$ cat config.mk
export PLATFORM = sky130hd
export DESIGN_NAME = mdu_seq
export DESIGN_NICKNAME = d
export VERILOG_FILES = /design/src/rtl/cpu_pkg.sv /design/src/rtl/mdu_dp.sv /design/src/rtl/mdu_seq.sv
export SDC_FILE = /design/constraint.sdc
export NUM_CORES = 1
export LEC_CHECK = 0
export ABC_AREA = 1
export ABC_CLOCK_PERIOD_IN_PS = 7800
export BUFFER_PORTS_ARGS = -buffer_cell sky130_fd_sc_hd__clkbuf_2
export CORE_MARGIN = 1.5
export CORE_UTILIZATION = 35
export CTS_CLUSTER_DIAMETER = 80
export DETAILED_ROUTE_END_ITERATION = 8
export MAX_ROUTING_LAYER = met4
export PLACE_DENSITY_LB_ADDON = 0.1
export SYNTH_ARGS = -nofsm -noshare
export SYNTH_HDL_FRONTEND = slang
export SYNTH_SLANG_ARGS = --single-unit
$ cat constraint.sdc
create_clock -name clk -period 7.8 [get_ports clk]
set_input_delay 1.17 -clock clk [delete_from_list [all_inputs] [get_ports clk]]
set_output_delay 1.17 -clock clk [all_outputs]
set_load 0.02 [all_outputs]
$ cat src/rtl/cpu_pkg.sv
// cpu_pkg: shared types and constants for the RV32 multiply/divide unit
package cpu_pkg;

   typedef enum logic [2:0] {
      MDU_MUL    = 3'd0,
      MDU_MULH   = 3'd1,
      MDU_MULHSU = 3'd2,
      MDU_MULHU  = 3'd3,
      MDU_DIV    = 3'd4,
      MDU_DIVU   = 3'd5,
      MDU_REM    = 3'd6,
      MDU_REMU   = 3'd7
   } mdu_op_t;

   typedef enum logic [1:0] {
      IDLE = 2'd0,
      CALC = 2'd1,
      DONE = 2'd2
   } mdu_state_t;

   // funct3 bit that separates divide/remainder ops from multiply ops
   localparam int MDU_OPS_DIV = 2;

endpackage

$ cat src/rtl/mdu_dp.sv
// mdu_dp: shared shift/add/subtract iteration datapath for mdu_seq
module mdu_dp #(
   parameter int XLEN = 32
) (
   input  logic              clk,
   input  logic              rstn,
   input  logic              load,
   input  logic              step,
   input  logic              div,
   input  logic [XLEN-1:0]   a,
   input  logic [XLEN-1:0]   b,
   output logic [2*XLEN-1:0] acc_nxt
);

   logic [2*XLEN-1:0] acc;
   logic [XLEN-1:0]   opb;
   logic [XLEN:0]     sum;
   logic [XLEN:0]     diff;

   // one iteration: add-then-shift-right for multiply, shift-left/trial-subtract for divide
   always_comb begin
      sum     = {1'b0, acc[2*XLEN-1:XLEN]} + (acc[0] ? {1'b0, opb} : '0);
      diff    = acc[2*XLEN-1:XLEN-1] - {1'b0, opb};
      acc_nxt = !div ? {sum, acc[XLEN-1:1]}
              : diff[XLEN] ? {acc[2*XLEN-2:0], 1'b0}
              : {diff[XLEN-1:0], acc[XLEN-2:0], 1'b1};
   end

   // accumulator holds {product_hi, multiplier} or {remainder, quotient}
   always_ff @(posedge clk or negedge rstn) begin
      if (!rstn) begin
         acc <= '0;
         opb <= '0;
      end else if (load) begin
         acc <= {{XLEN{1'b0}}, a};
         opb <= b;
      end else if (step) begin
         acc <= acc_nxt;
      end
   end

endmodule

$ cat src/rtl/mdu_seq.sv
// mdu_seq: sequential RV32M multiply/divide controller for the EXE stage
module mdu_seq
   import cpu_pkg::*;
#(
   parameter int XLEN = 32
) (
   input  logic            clk,
   input  logic            rstn,
   input  logic            req,
   input  logic [2:0]      op,
   input  logic [XLEN-1:0] src1,
   input  logic [XLEN-1:0] src2,
   input  logic            stall_in,
   input  logic            flush_in,
   output logic            mdu_hazard,
   output logic            res_valid,
   output logic [XLEN-1:0] res
);

   localparam int CNTW = $clog2(XLEN) + 1;
   localparam logic [XLEN-1:0] MIN = {1'b1, {(XLEN-1){1'b0}}};

   mdu_state_t        state;
   mdu_op_t           op_r;
   logic [CNTW-1:0]   cnt;
   logic              neg;
   logic              sgn1;
   logic              sgn2;
   logic              div_by0;
   logic              ovf;
   logic              special;
   logic              accept;
   logic              step;
   logic [XLEN-1:0]   a_abs;
   logic [XLEN-1:0]   b_abs;
   logic [XLEN-1:0]   spc_res;
   logic [XLEN-1:0]   dv;
   logic [XLEN-1:0]   fin;
   logic [2*XLEN-1:0] acc_nxt;
   logic [2*XLEN-1:0] prod;

   // operand conditioning and special-case detection at acceptance
   always_comb begin
      sgn1    = src1[XLEN-1] & (op inside {MDU_MULH, MDU_MULHSU, MDU_DIV, MDU_REM});
      sgn2    = src2[XLEN-1] & (op inside {MDU_MULH, MDU_DIV, MDU_REM});
      a_abs   = sgn1 ? -src1 : src1;
      b_abs   = sgn2 ? -src2 : src2;
      div_by0 = op[MDU_OPS_DIV] & (src2 == '0);
      ovf     = (op == MDU_DIV || op == MDU_REM) & (src1 == MIN) & (&src2);
      special = div_by0 | ovf;
      spc_res = div_by0 ? (op[1] ? src1 : '1) : (op[1] ? '0 : MIN);
      accept  = (state == IDLE) & req & ~flush_in;
      step    = (state == CALC) & req & ~flush_in;
   end

   // final-iteration result selection with sign correction
   always_comb begin
      prod = neg ? -acc_nxt : acc_nxt;
      dv   = op_r[1] ? acc_nxt[2*XLEN-1:XLEN] : acc_nxt[XLEN-1:0];
      fin  = op_r[MDU_OPS_DIV] ? (neg ? -dv : dv)
           : (op_r == MDU_MUL) ? prod[XLEN-1:0] : prod[2*XLEN-1:XLEN];
   end

   assign mdu_hazard = req & (state != DONE) & ~flush_in;
   assign res_valid  = (state == DONE);

   mdu_dp #(.XLEN(XLEN)) u_dp (
      .clk     (clk),
      .rstn    (rstn),
      .load    (accept),
      .step    (step),
      .div     (op_r[MDU_OPS_DIV]),
      .a       (a_abs),
      .b       (b_abs),
      .acc_nxt (acc_nxt)
   );

   // control FSM: accept, iterate XLEN times, hold result until EXE moves on
   always_ff @(posedge clk or negedge rstn) begin
      if (!rstn) begin
         state <= IDLE;
         op_r  <= MDU_MUL;
         cnt   <= '0;
         neg   <= 1'b0;
         res   <= '0;
      end else if (flush_in) begin
         state <= IDLE;
      end else begin
         case (state)
            IDLE: if (req) begin
               op_r <= mdu_op_t'(op);
               neg  <= (op == MDU_REM) ? sgn1 : sgn1 ^ sgn2;
               if (special) begin
                  res   <= spc_res;
                  state <= DONE;
               end else begin
                  cnt   <= CNTW'(XLEN);
                  state <= CALC;
               end
            end
            CALC: if (!req) begin
               state <= IDLE;
            end else begin
               cnt <= cnt - 1'b1;
               if (cnt == CNTW'(1)) begin
                  res   <= fin;
                  state <= DONE;
               end
            end
            DONE: if (!stall_in) state <= IDLE;
            default: state <= IDLE;
         endcase
      end
   end

endmodule

# Word level (Yosys, flattened, before mapping)

Cells that the tools add are included.

Add/subtract/negate cells: 7
Equal/unequal tests: 17
Multiplexer cells: 32
Bitwise gates (word level): 14
Reduce and logical (&&, ||, !) cells: 13

Operator list:

| kind                                                  | number |
|---|---|
| 2-to-1 mux 32 bit                                     | 14 |
| 2-to-1 mux 64 bit                                     | 5 |
| negation 32 bit                                       | 3 |
| negation 64 bit                                       | 1 |
| case mux 32 bit (2 select lines)                      | 1 |
| adder 32 x 33 -> 33 bit                               | 1 |
| subtractor 33 x 32 -> 33 bit                          | 1 |
| == test 32 bit, second input constant                 | 1 |
| logical NOT 32 bit                                    | 1 |
| AND reduction 32 bit                                  | 1 |
| 2-to-1 mux 6 bit                                      | 3 |
| 2-to-1 mux 2 bit                                      | 6 |
| case mux 6 bit (2 select lines)                       | 1 |
| bitwise AND 1 bit                                     | 11 |
| inequality test 2 bit, second input constant          | 5 |
| == test 3 bit, second input constant                  | 2 |
| == test 6 x 1 -> 1 bit, second input constant         | 1 |
| inequality test 3 bit, second input constant          | 2 |
| case mux 2 bit (3 select lines)                       | 1 |
| AND reduction 3 bit                                   | 2 |
| AND reduction 6 bit                                   | 1 |
| subtractor 6 x 1 -> 6 bit, second input constant      | 1 |
| AND reduction 5 bit                                   | 1 |
| inequality test 4 x 3 -> 1 bit, second input constant | 1 |
| 15 further kinds                                      | 16 |

Flip-flop bits (word level): 140
Bits of input ports: 72
Output and inout port bits: 34
Logic and storage cells: 90

# Logic depth before layout (Yosys ltp)

Gate-level depths: netlist (run 1).

Depth in word-level cells: 10
Gate-level depth with buffers: 38
Gate-level depth less buffers: 38

# Modules after synthesis

A second synthesis (run 1) with hierarchy kept.

Cell total of the unflattened synthesis: 3342
Area total of the unflattened synthesis: 18492.7 µm²

Modules (own cells, without submodules):

| module  | times used | cells an instance | area an instance (µm²) | seq. area each (µm²) |
|---|---|---|---|---|
| mdu_dp  | 1          | 1682              | 9923.3                 | 2402.3 |
| mdu_seq | 1          | 1660              | 8569.5                 | 1101.1 |

# Worst setup path after synthesis (run 1)

OpenSTA, ideal clock, no wires.

Path kind: register to register
From: reg u_dp.acc[31]
To: reg res[28]
Setup time: 0.117 ns
Arrival: 3.898 ns
Required time: 7.683 ns
Slack: 3.785 ns
Stages on the path, launching flop included: 36
Buffers on the path: 0
Clock period less this slack: 4.015 ns
Cells stage by stage: dfrtp_1 -> inv_1 -> ha_1 -> inv_1 -> fa_1 -> nand2_1 -> nand2_1 -> nand3_1 -> nand2_2 -> nand2_2 -> nand2_2 -> nand2_4 -> nand2_4 -> nand2_2 -> nand2_4 -> nand2_4 -> nand2_2 -> inv_2 -> ha_1 -> nand2_1 -> nor2_1 -> nand3_1 -> nor2_2 -> nand3_1 -> nor3_2 -> nand4_1 -> nor2_2 -> nand3_1 -> o21ai_2 -> nand2_1 -> nand2_1 -> nand3_1 -> a21oi_1 -> nand2_1 -> nand2_1 -> nand2_1

Cells in the longest elaborated chain, start to end: 10
Elaborated cells on any way between the ends: 13
Classes of those cells: 3 x add/sub; 10 x mux

RTL lines:

| what                                                        | RTL line                     | text |
|---|---|---|
| start, declared                                             | mdu_dp.sv:15                 | `logic [2*XLEN-1:0] acc;` |
| start signal, assigned                                      | mdu_dp.sv:35                 | `acc <= {{XLEN{1'b0}}, a};` |
| start signal, assigned                                      | mdu_dp.sv:38                 | `acc <= acc_nxt;` |
| subtractor 33 x 32 -> 33 bit                                | mdu_dp.sv:23                 | `diff = acc[2*XLEN-1:XLEN-1] - {1'b0, opb};` |
| 2-to-1 mux 64 bit                                           | mdu_dp.sv:25                 | `: diff[XLEN] ? {acc[2*XLEN-2:0], 1'b0}` |
| 2-to-1 mux 64 bit (*)                                       | mdu_dp.sv:24                 | `acc_nxt = !div ? {sum, acc[XLEN-1:1]}` |
| negation 64 bit / 2-to-1 mux 32 bit (equally long branches) | mdu_seq.sv:58, mdu_seq.sv:59 |  |
| 2-to-1 mux 64 bit / negation 32 bit (equally long branches) | mdu_seq.sv:58, mdu_seq.sv:60 |  |
| 2-to-1 mux 32 bit, on equally long branches                 | mdu_seq.sv:61, mdu_seq.sv:60 |  |
| 2-to-1 mux 32 bit (*)                                       | mdu_seq.sv:60                | `fin = op_r[MDU_OPS_DIV] ? (neg ? -dv : dv)` |
| 2-to-1 mux 32 bit (*)                                       | mdu_seq.sv:105               | `if (cnt == CNTW'(1)) begin` |
| 2-to-1 mux 32 bit (*)                                       | mdu_seq.sv:101               | `CALC: if (!req) begin` |
| case mux 32 bit (2 select lines) (*)                        | mdu_seq.sv:89                | `case (state)` |
| end signal, assigned                                        | mdu_seq.sv:94                | `res <= spc_res;` |
| end signal, assigned                                        | mdu_seq.sv:106               | `res <= fin;` |
| end, declared                                               | mdu_seq.sv:17                | `output logic [XLEN-1:0] res` |

Every way passes the cells marked *; elsewhere a longest branch is shown, timed or not. The select of a mux whose other input is x is not followed.
A chain may end at the register's enable or synchronous reset.

# Final worst setup path (run 1)

From: reg u_dp.acc[31]
To: reg res[6]

The elaborated chain is that of the path after synthesis.

==> results of run 1 <==
==> state kept, by name, summed over array words and instances (netlist names) <==
register / cells
cnt: 6
neg: 1
op_r: 3
u_dp.acc: 64
u_dp.opb: 32
state: 2
res: 32
==> power by group through the flow <==
| stage | clock [mW] | sequential [mW] | combinational [mW] |
|---|---|---|---|
| floorplan | 0 | 1.13 | 2.60 |
| global placement | 0 | 1.16 | 4.00 |
| detailed placement | 0 | 1.16 | 3.98 |
| CTS | 0.913 | 1.15 | 3.99 |
| global route | 0.930 | 1.17 | 4.47 |
| finish | 0.894 | 1.16 | 4.09 |
==> metal layers <==
| layer | global-route usage | part of all wire | vias up | routed length [µm] |
|---|---|---|---|---|
| met5 | - | 0 | - | 0 |
| met3 | 0.0542 | 0.085 | 91 | 7680 |
| met4 | 0.0895 | 0.023 | 0 | 2040 |
| met2 | 0.503 | 0.42 | 982 | 38000 |
| li1 | - | - | 10500 | - |
| met1 | 0.511 | 0.47 | 10500 | 43000 |
==> critical path, delay by kind of cell, from the launching register on <==
family	cells	cell delay, ns
AOI/OAI and AO/OA	3	0.80
adders and majority gates	3	0.72
buffers and inverters	3	0.29
DFF	1	0.37
xor gates and xnor gates	1	0.23
and+or+nand+nor	23	3.06
==> synth_stat cells, drive strengths merged, types with 9 or more instances <==
master,instances,area share
o211ai,9,0.0037
nand3,314,0.089
nand2,1032,0.22
nand4,35,0.012
a31oi,10,0.0034
clkbuf,65,0.013
dfrtp,140,0.19
nor2,384,0.082
ha,71,0.049
o21bai,14,0.0058
nor3,42,0.012
buf,44,0.014
nor4,9,0.0031
o21a,9,0.0037
inv,468,0.097
nand3b,19,0.0078
xnor2,18,0.0087
a21oi,190,0.053
or2,13,0.0045
xor2,69,0.033
o22ai,19,0.0065
o21ai,247,0.069
==> area by class of cell <==
| type | instances | area share |
|---|---|---|
| well taps | 680 | 0.0427 |
| clock buffers | 19 | 0.0217 |
| inverters | 473 | 0.0892 |
| clock inverters | 12 | 0.00817 |
| diodes | 2 | 0.000251 |
| multi-input cells | 2535 | 0.623 |
| repair buffers | 137 | 0.0388 |
| flip-flops and latches | 140 | 0.176 |
==> through the flow <==
step | area [µm²] | power [mW]
floorplan | 18200 | 3.73
detailed placement | 19300 | 5.14
global route | 19900 | 6.58
CTS | 19900 | 6.06
global placement | 19300 | 5.16
finish | 19900 | 6.14
==> kinds of logic after synthesis <==
family,after synthesis,synth area share
compound gates,518,0.155
xor+xnor,87,0.0419
fa+ha+maj,73,0.0511
buf+inv,582,0.126
flops,140,0.193
simple gates,1857,0.434
==> how the worst max path moves through the flow <==
stage               depth (start not counted)                     start                  end
finish                                     33  u_dp.acc[31]$_DFFE_PN0P_   res[6]$_DFFE_PN0P_
global route                               33  u_dp.acc[31]$_DFFE_PN0P_   res[6]$_DFFE_PN0P_
CTS                                        33  u_dp.acc[31]$_DFFE_PN0P_   res[6]$_DFFE_PN0P_
detailed placement                         33  u_dp.acc[31]$_DFFE_PN0P_   res[6]$_DFFE_PN0P_
floorplan                                  35  u_dp.acc[31]$_DFFE_PN0P_  res[28]$_DFFE_PN0P_
global placement                           33  u_dp.acc[31]$_DFFE_PN0P_   res[6]$_DFFE_PN0P_
==> results.json, run 1 <==
{
  "pwr-share-comb": 0.665,
  "layoutNonFillerInstCount": 3998,
  "hold_ws_ns": 0.514,
  "hold_path_end": "op_r[0]$_DFFE_PN0P_",
  "wl_per_cell_um": 22.7,
  "peakVddDrop_uv": 183,
  "numPortBuffers": 105,
  "nets": 3449,
  "fmax_ghz": 0.178,
  "syn_to_final_growth_pct": 9.56,
  "die-height_um": 231,
  "layout_common_cells": "997 x nand2_1, 453 x inv_1, 368 x nor2_1",
  "ys_ff_latch": 140,
  "syn_nets": 3402,
  "initial_core_util": 0.354,
  "fin_ws_ns": 2.18,
  "dp_slack_ns": 2.33,
  "cp_slowest_cell": "o21ai_0",
  "whs_path_depth": 2,
  "multi_input_area_mm2": 0.0124,
  "hold_path_class": "reg2reg",
  "p_per_area_mw_per_mm2": 309,
  "clock_sinks": 140,
  "core-area_mm2": 0.0513,
  "fin_crit_sh": 0.721,
  "reg2reg_depth": 33,
  "power_frac_clock": 0.146,
  "rrSetupSlack_ns": 2.18,
  "clock_skew_ns": 0.0181,
  "dpl.cell_count": 3965,
  "numCtsBuffers": 17,
  "hold_path.startpoint": "op_r[0]$_DFFE_PN0P_",
  "p_leak_nw": 10.6,
  "rows": 83,
  "die_w_um": 231,
  "timing.rr.start": "u_dp.acc[31]$_DFFE_PN0P_",
  "grt_pass1_vias": 20500,
  "layout_commonest_cell": "nand2_1",
  "switching_share": 0.587,
  "fin_util": 0.388,
  "grt_overflow": 0,
  "syn-cell-area_mm2": 0.0182,
  "async_reset_ff_frac": 1.00,
  "num_vias": 22100,
  "antenna_found_initial": 4,
  "crit_path_start_kind": "register",
  "grt_usage": 0.352,
  "totalWireLength_mm": 90.7,
  "slew_headroom": 0.330,
  "synth_edf_count": 0,
  "cp_common_cell": "nand2_2",
  "cp_slowest_stage_delay_ns": 0.49,
  "nFillCells": 5924,
  "cp_data_required_time_ns": 8.16,
  "clk_path_buf_depth": 2,
  "synth_ff_type": "dfrtp_1",
  "synth.yosys.seq_area_share": 0.193,
  "netlist_instances": 3257,
  "drive_gt1_frac": 0.0811,
  "seqPwrFrac": 0.189,
  "crit_fanout": 32,
  "io_pins": 106,
  "cts_tree": "built",
  "ys_warn_count": 0,
  "worstSkewPairLatency_ns": 0.50,
  "fp.dieArea_mm2": 0.0533,
  "worst_slew_pin_slew_ns": 0.994,
  "r2r-end": "res[6]$_DFFE_PN0P_",
  "post-dp-hpwl_mm": 73.9,
  "post_cts_resized": 0,
  "postRouteAntennaNets": 0,
  "path_class": "reg2reg",
  "drc": 0,
  "avgSynthCellArea_um2": 5.58,
  "synth_cell_types": 54,
  "crit_arrival_ns": 5.98,
  "grt_first_pass_wirelength_mm": 134,
  "place.gp.congestion": 1.03,
  "grt_max_degree": 63,
  "htree_levels": 4,
  "power.internal_mw": 2.54,
  "status": "complete, no violations",
  "cts_root_buf": "clkbuf_16",
  "hold_viol_final": 0,
  "regArea_mm2": 0.00351,
  "viasPerCell": 5.53,
  "cts_hold_buf": 0,
  "cts_setup_buffers": 0,
  "timing.setup.tns_ns": 0,
  "setup_viol": 0,
  "slew_viol_final": 0,
  "firstDrtPassIters": 6,
  "post-route-min-period_ns": 5.62,
  "grt_setup_unrepaired": "no",
  "p_sw_mw": 3.61,
  "drt_iter0_drc": 2956,
  "path_clk_slew_ns": 0.07,
  "drv_cap": 0,
  "critPathCaptureType": "register"
}
Note: power is estimated with default switching activity, not from simulation.
==> inputs of run 2 (changes only) <==
--- a/config.mk
+++ b/config.mk
@@ -6,7 +6,7 @@
 export NUM_CORES = 1
 export LEC_CHECK = 0
 export ABC_AREA = 1
-export ABC_CLOCK_PERIOD_IN_PS = 7800
+export ABC_CLOCK_PERIOD_IN_PS = 5050
 export BUFFER_PORTS_ARGS = -buffer_cell sky130_fd_sc_hd__clkbuf_2
 export CORE_MARGIN = 1.5
 export CORE_UTILIZATION = 35
==> constraint.sdc (replaced) <==
create_clock -name clk -period 5.05 [get_ports clk]
set_input_delay 0.7575 -clock clk [delete_from_list [all_inputs] [get_ports clk]]
set_output_delay 0.7575 -clock clk [all_outputs]
set_load 0.02 [all_outputs]
==> run 2 against run 1 <==
Net effect: clock-buffer cell count is 1 higher; critical path depth fell by 1; non-clock buffer count is 64 higher; design area is 3.1% higher; via count grew 1.3%; die area did not move; register-to-register slack got worse by 1.9 ns; hold slack got worse by 0.24 ns; routed wire length up 1.9%; first-iteration DRC count shrank 14%; clock power grew 61%; critical endpoint is now res[4]$_DFFE_PN0P_; largest cell class unchanged.
==> results.json, run 2 (synthesis results as in run 1) <==
{
  "status": "complete, no violations",
  "layout_common_cells": "994 x nand2_1, 451 x inv_1, 366 x nor2_1",
  "peakVddDrop_uv": 247,
  "cts_tree": "built",
  "fp.dieArea_mm2": 0.0533,
  "largest_register_ffs": 64,
  "cp_slowest_stage_delay_ns": 0.39,
  "crit_fanout": 5,
  "viasPerCell": 5.51,
  "cp_slowest_cell": "dfrtp_1",
  "rrSetupSlack_ns": 0.29,
  "post-dp-hpwl_mm": 74.7,
  "htree_levels": 4,
  "timing.setup.tns_ns": 0,
  "fin_ws_ns": 0.295,
  "critPathCaptureType": "register",
  "rows": 83,
  "timing.rr.start": "u_dp.acc[31]$_DFFE_PN0P_",
  "grt_first_pass_wirelength_mm": 135,
  "hold_ws_ns": 0.278,
  "firstDrtPassIters": 6,
  "clock_sinks": 140,
  "numCtsBuffers": 17,
  "grt_pass1_vias": 20600,
  "cp_num_buf_inv": 3,
  "cp_data_required_time_ns": 5.48,
  "initial_core_util": 0.354,
  "totalWireLength_mm": 92.4,
  "crit_path_start_kind": "register",
  "io_pins": 106,
  "crit_family": "simple AND/OR/NAND/NOR gates",
  "hold_path_class": "in2async",
  "slew_viol_final": 0,
  "numPortBuffers": 105,
  "grt_max_degree": 72,
  "crit_arrival_ns": 5.19,
  "dp_slack_ns": 0.0531,
  "grt_overflow": 0,
  "fmax_ghz": 0.210,
  "core-area_mm2": 0.0513,
  "setup_viol": 0,
  "path_class": "reg2reg",
  "largest-register": "u_dp.acc",
  "r2r-end": "res[4]$_DFFE_PN0P_",
  "drive_gt1_frac": 0.103,
  "die-height_um": 231,
  "placed_area_mm2": 0.0198,
  "drc": 0,
  "total_power_mw": 9.85,
  "worstSkewPairLatency_ns": 0.51,
  "place.gp.congestion": 1.01,
  "hold_viol_final": 0,
  "fin_crit_sh": 0.942,
  "postRouteAntennaNets": 0,
  "post-route-min-period_ns": 4.76,
  "p_per_area_mw_per_mm2": 480,
  "num_vias": 22400,
  "wl_per_cell_um": 22.7,
  "reg_top3": "u_dp.acc (64), res (32), u_dp.opb (32)",
  "layoutNonFillerInstCount": 4062,
  "cp_common_cell": "nand2_4",
  "syn_to_final_growth_pct": 12.9,
  "drt_iter0_drc": 2530,
  "die_w_um": 231,
  "fin_util": 0.400,
  "cts_hold_buf": 0,
  "clk_path_buf_depth": 2,
  "p_leak_nw": 11.0,
  "drv_cap": 0,
  "reg2reg_depth": 32,
  "worst_slew_pin_slew_ns": 1.08,
  "nFillCells": 5871,
  "cts_root_buf": "clkbuf_16",
  "antenna_found_initial": 2,
  "grt_usage": 0.355,
  "fin_area_mm2": 0.0205,
  "path_clk_slew_ns": 0.07,
  "layout_commonest_cell": "nand2_1",
  "nets": 3513,
  "clock_skew_ns": 0.0129,
  "dpl.cell_count": 4028,
  "slew_headroom": 0.272
}
[run 2: cell count changes in the layout (fill, tap and decap cells not counted), moves of 3 or more]
cell,change
buf_12,+4
buf_4,+60
clkinvlp_4,+3
nand2_1,-3
o21ai_0,-3
[run 2: where the power goes]
part	switching [mW]	internal, mW	total, mW
clock	0.632	0.805	1.44
sequential	0.346	1.42	1.76
combinational	4.71	1.94	6.65
total	5.69	4.16	9.85
[run 2: worst max path at each step]
stage	from	endpoint	slack (ns)	cells after the start
3_3_place_gp	u_dp.acc[31]$_DFFE_PN0P_	res[6]$_DFFE_PN0P_	0.13	33
2_1_floorplan	u_dp.acc[31]$_DFFE_PN0P_	res[28]$_DFFE_PN0P_	1.04	35
5_1_grt	u_dp.acc[31]$_DFFE_PN0P_	res[28]$_DFFE_PN0P_	-0.01	35
3_5_place_dp	u_dp.acc[31]$_DFFE_PN0P_	res[6]$_DFFE_PN0P_	0.05	33
4_1_cts	u_dp.acc[31]$_DFFE_PN0P_	res[6]$_DFFE_PN0P_	0.03	33
6_report	u_dp.acc[31]$_DFFE_PN0P_	res[4]$_DFFE_PN0P_	0.29	32
[run 2: final cells by class]
class                   count  area [µm²]  area share
diodes                      1        2.50    0.000122
clock buffers              20         457      0.0223
clock inverters            12         163     0.00793
inverters                 473        1780      0.0865
multi-input cells        2535       12500       0.607
flip-flops and latches    140        3510       0.171
well taps                 680         851      0.0415
repair buffers            201        1300      0.0635
[run 2: what timing repair did]
action	CTS	global route
setup buffers	0	1
endpoints found under the setup margin	0	13
resized for setup	0	18
[run 2: routing by layer]
metal / part of all wire / routed length, µm / global-route usage / up-vias
met5: 0 / 0 / - / -
met4: 0.026 / 2440 / 0.103 / 0
met3: 0.092 / 8500 / 0.0689 / 98
met2: 0.42 / 38400 / 0.502 / 1024
met1: 0.47 / 43100 / 0.505 / 10600
li1: - / - / - / 10600
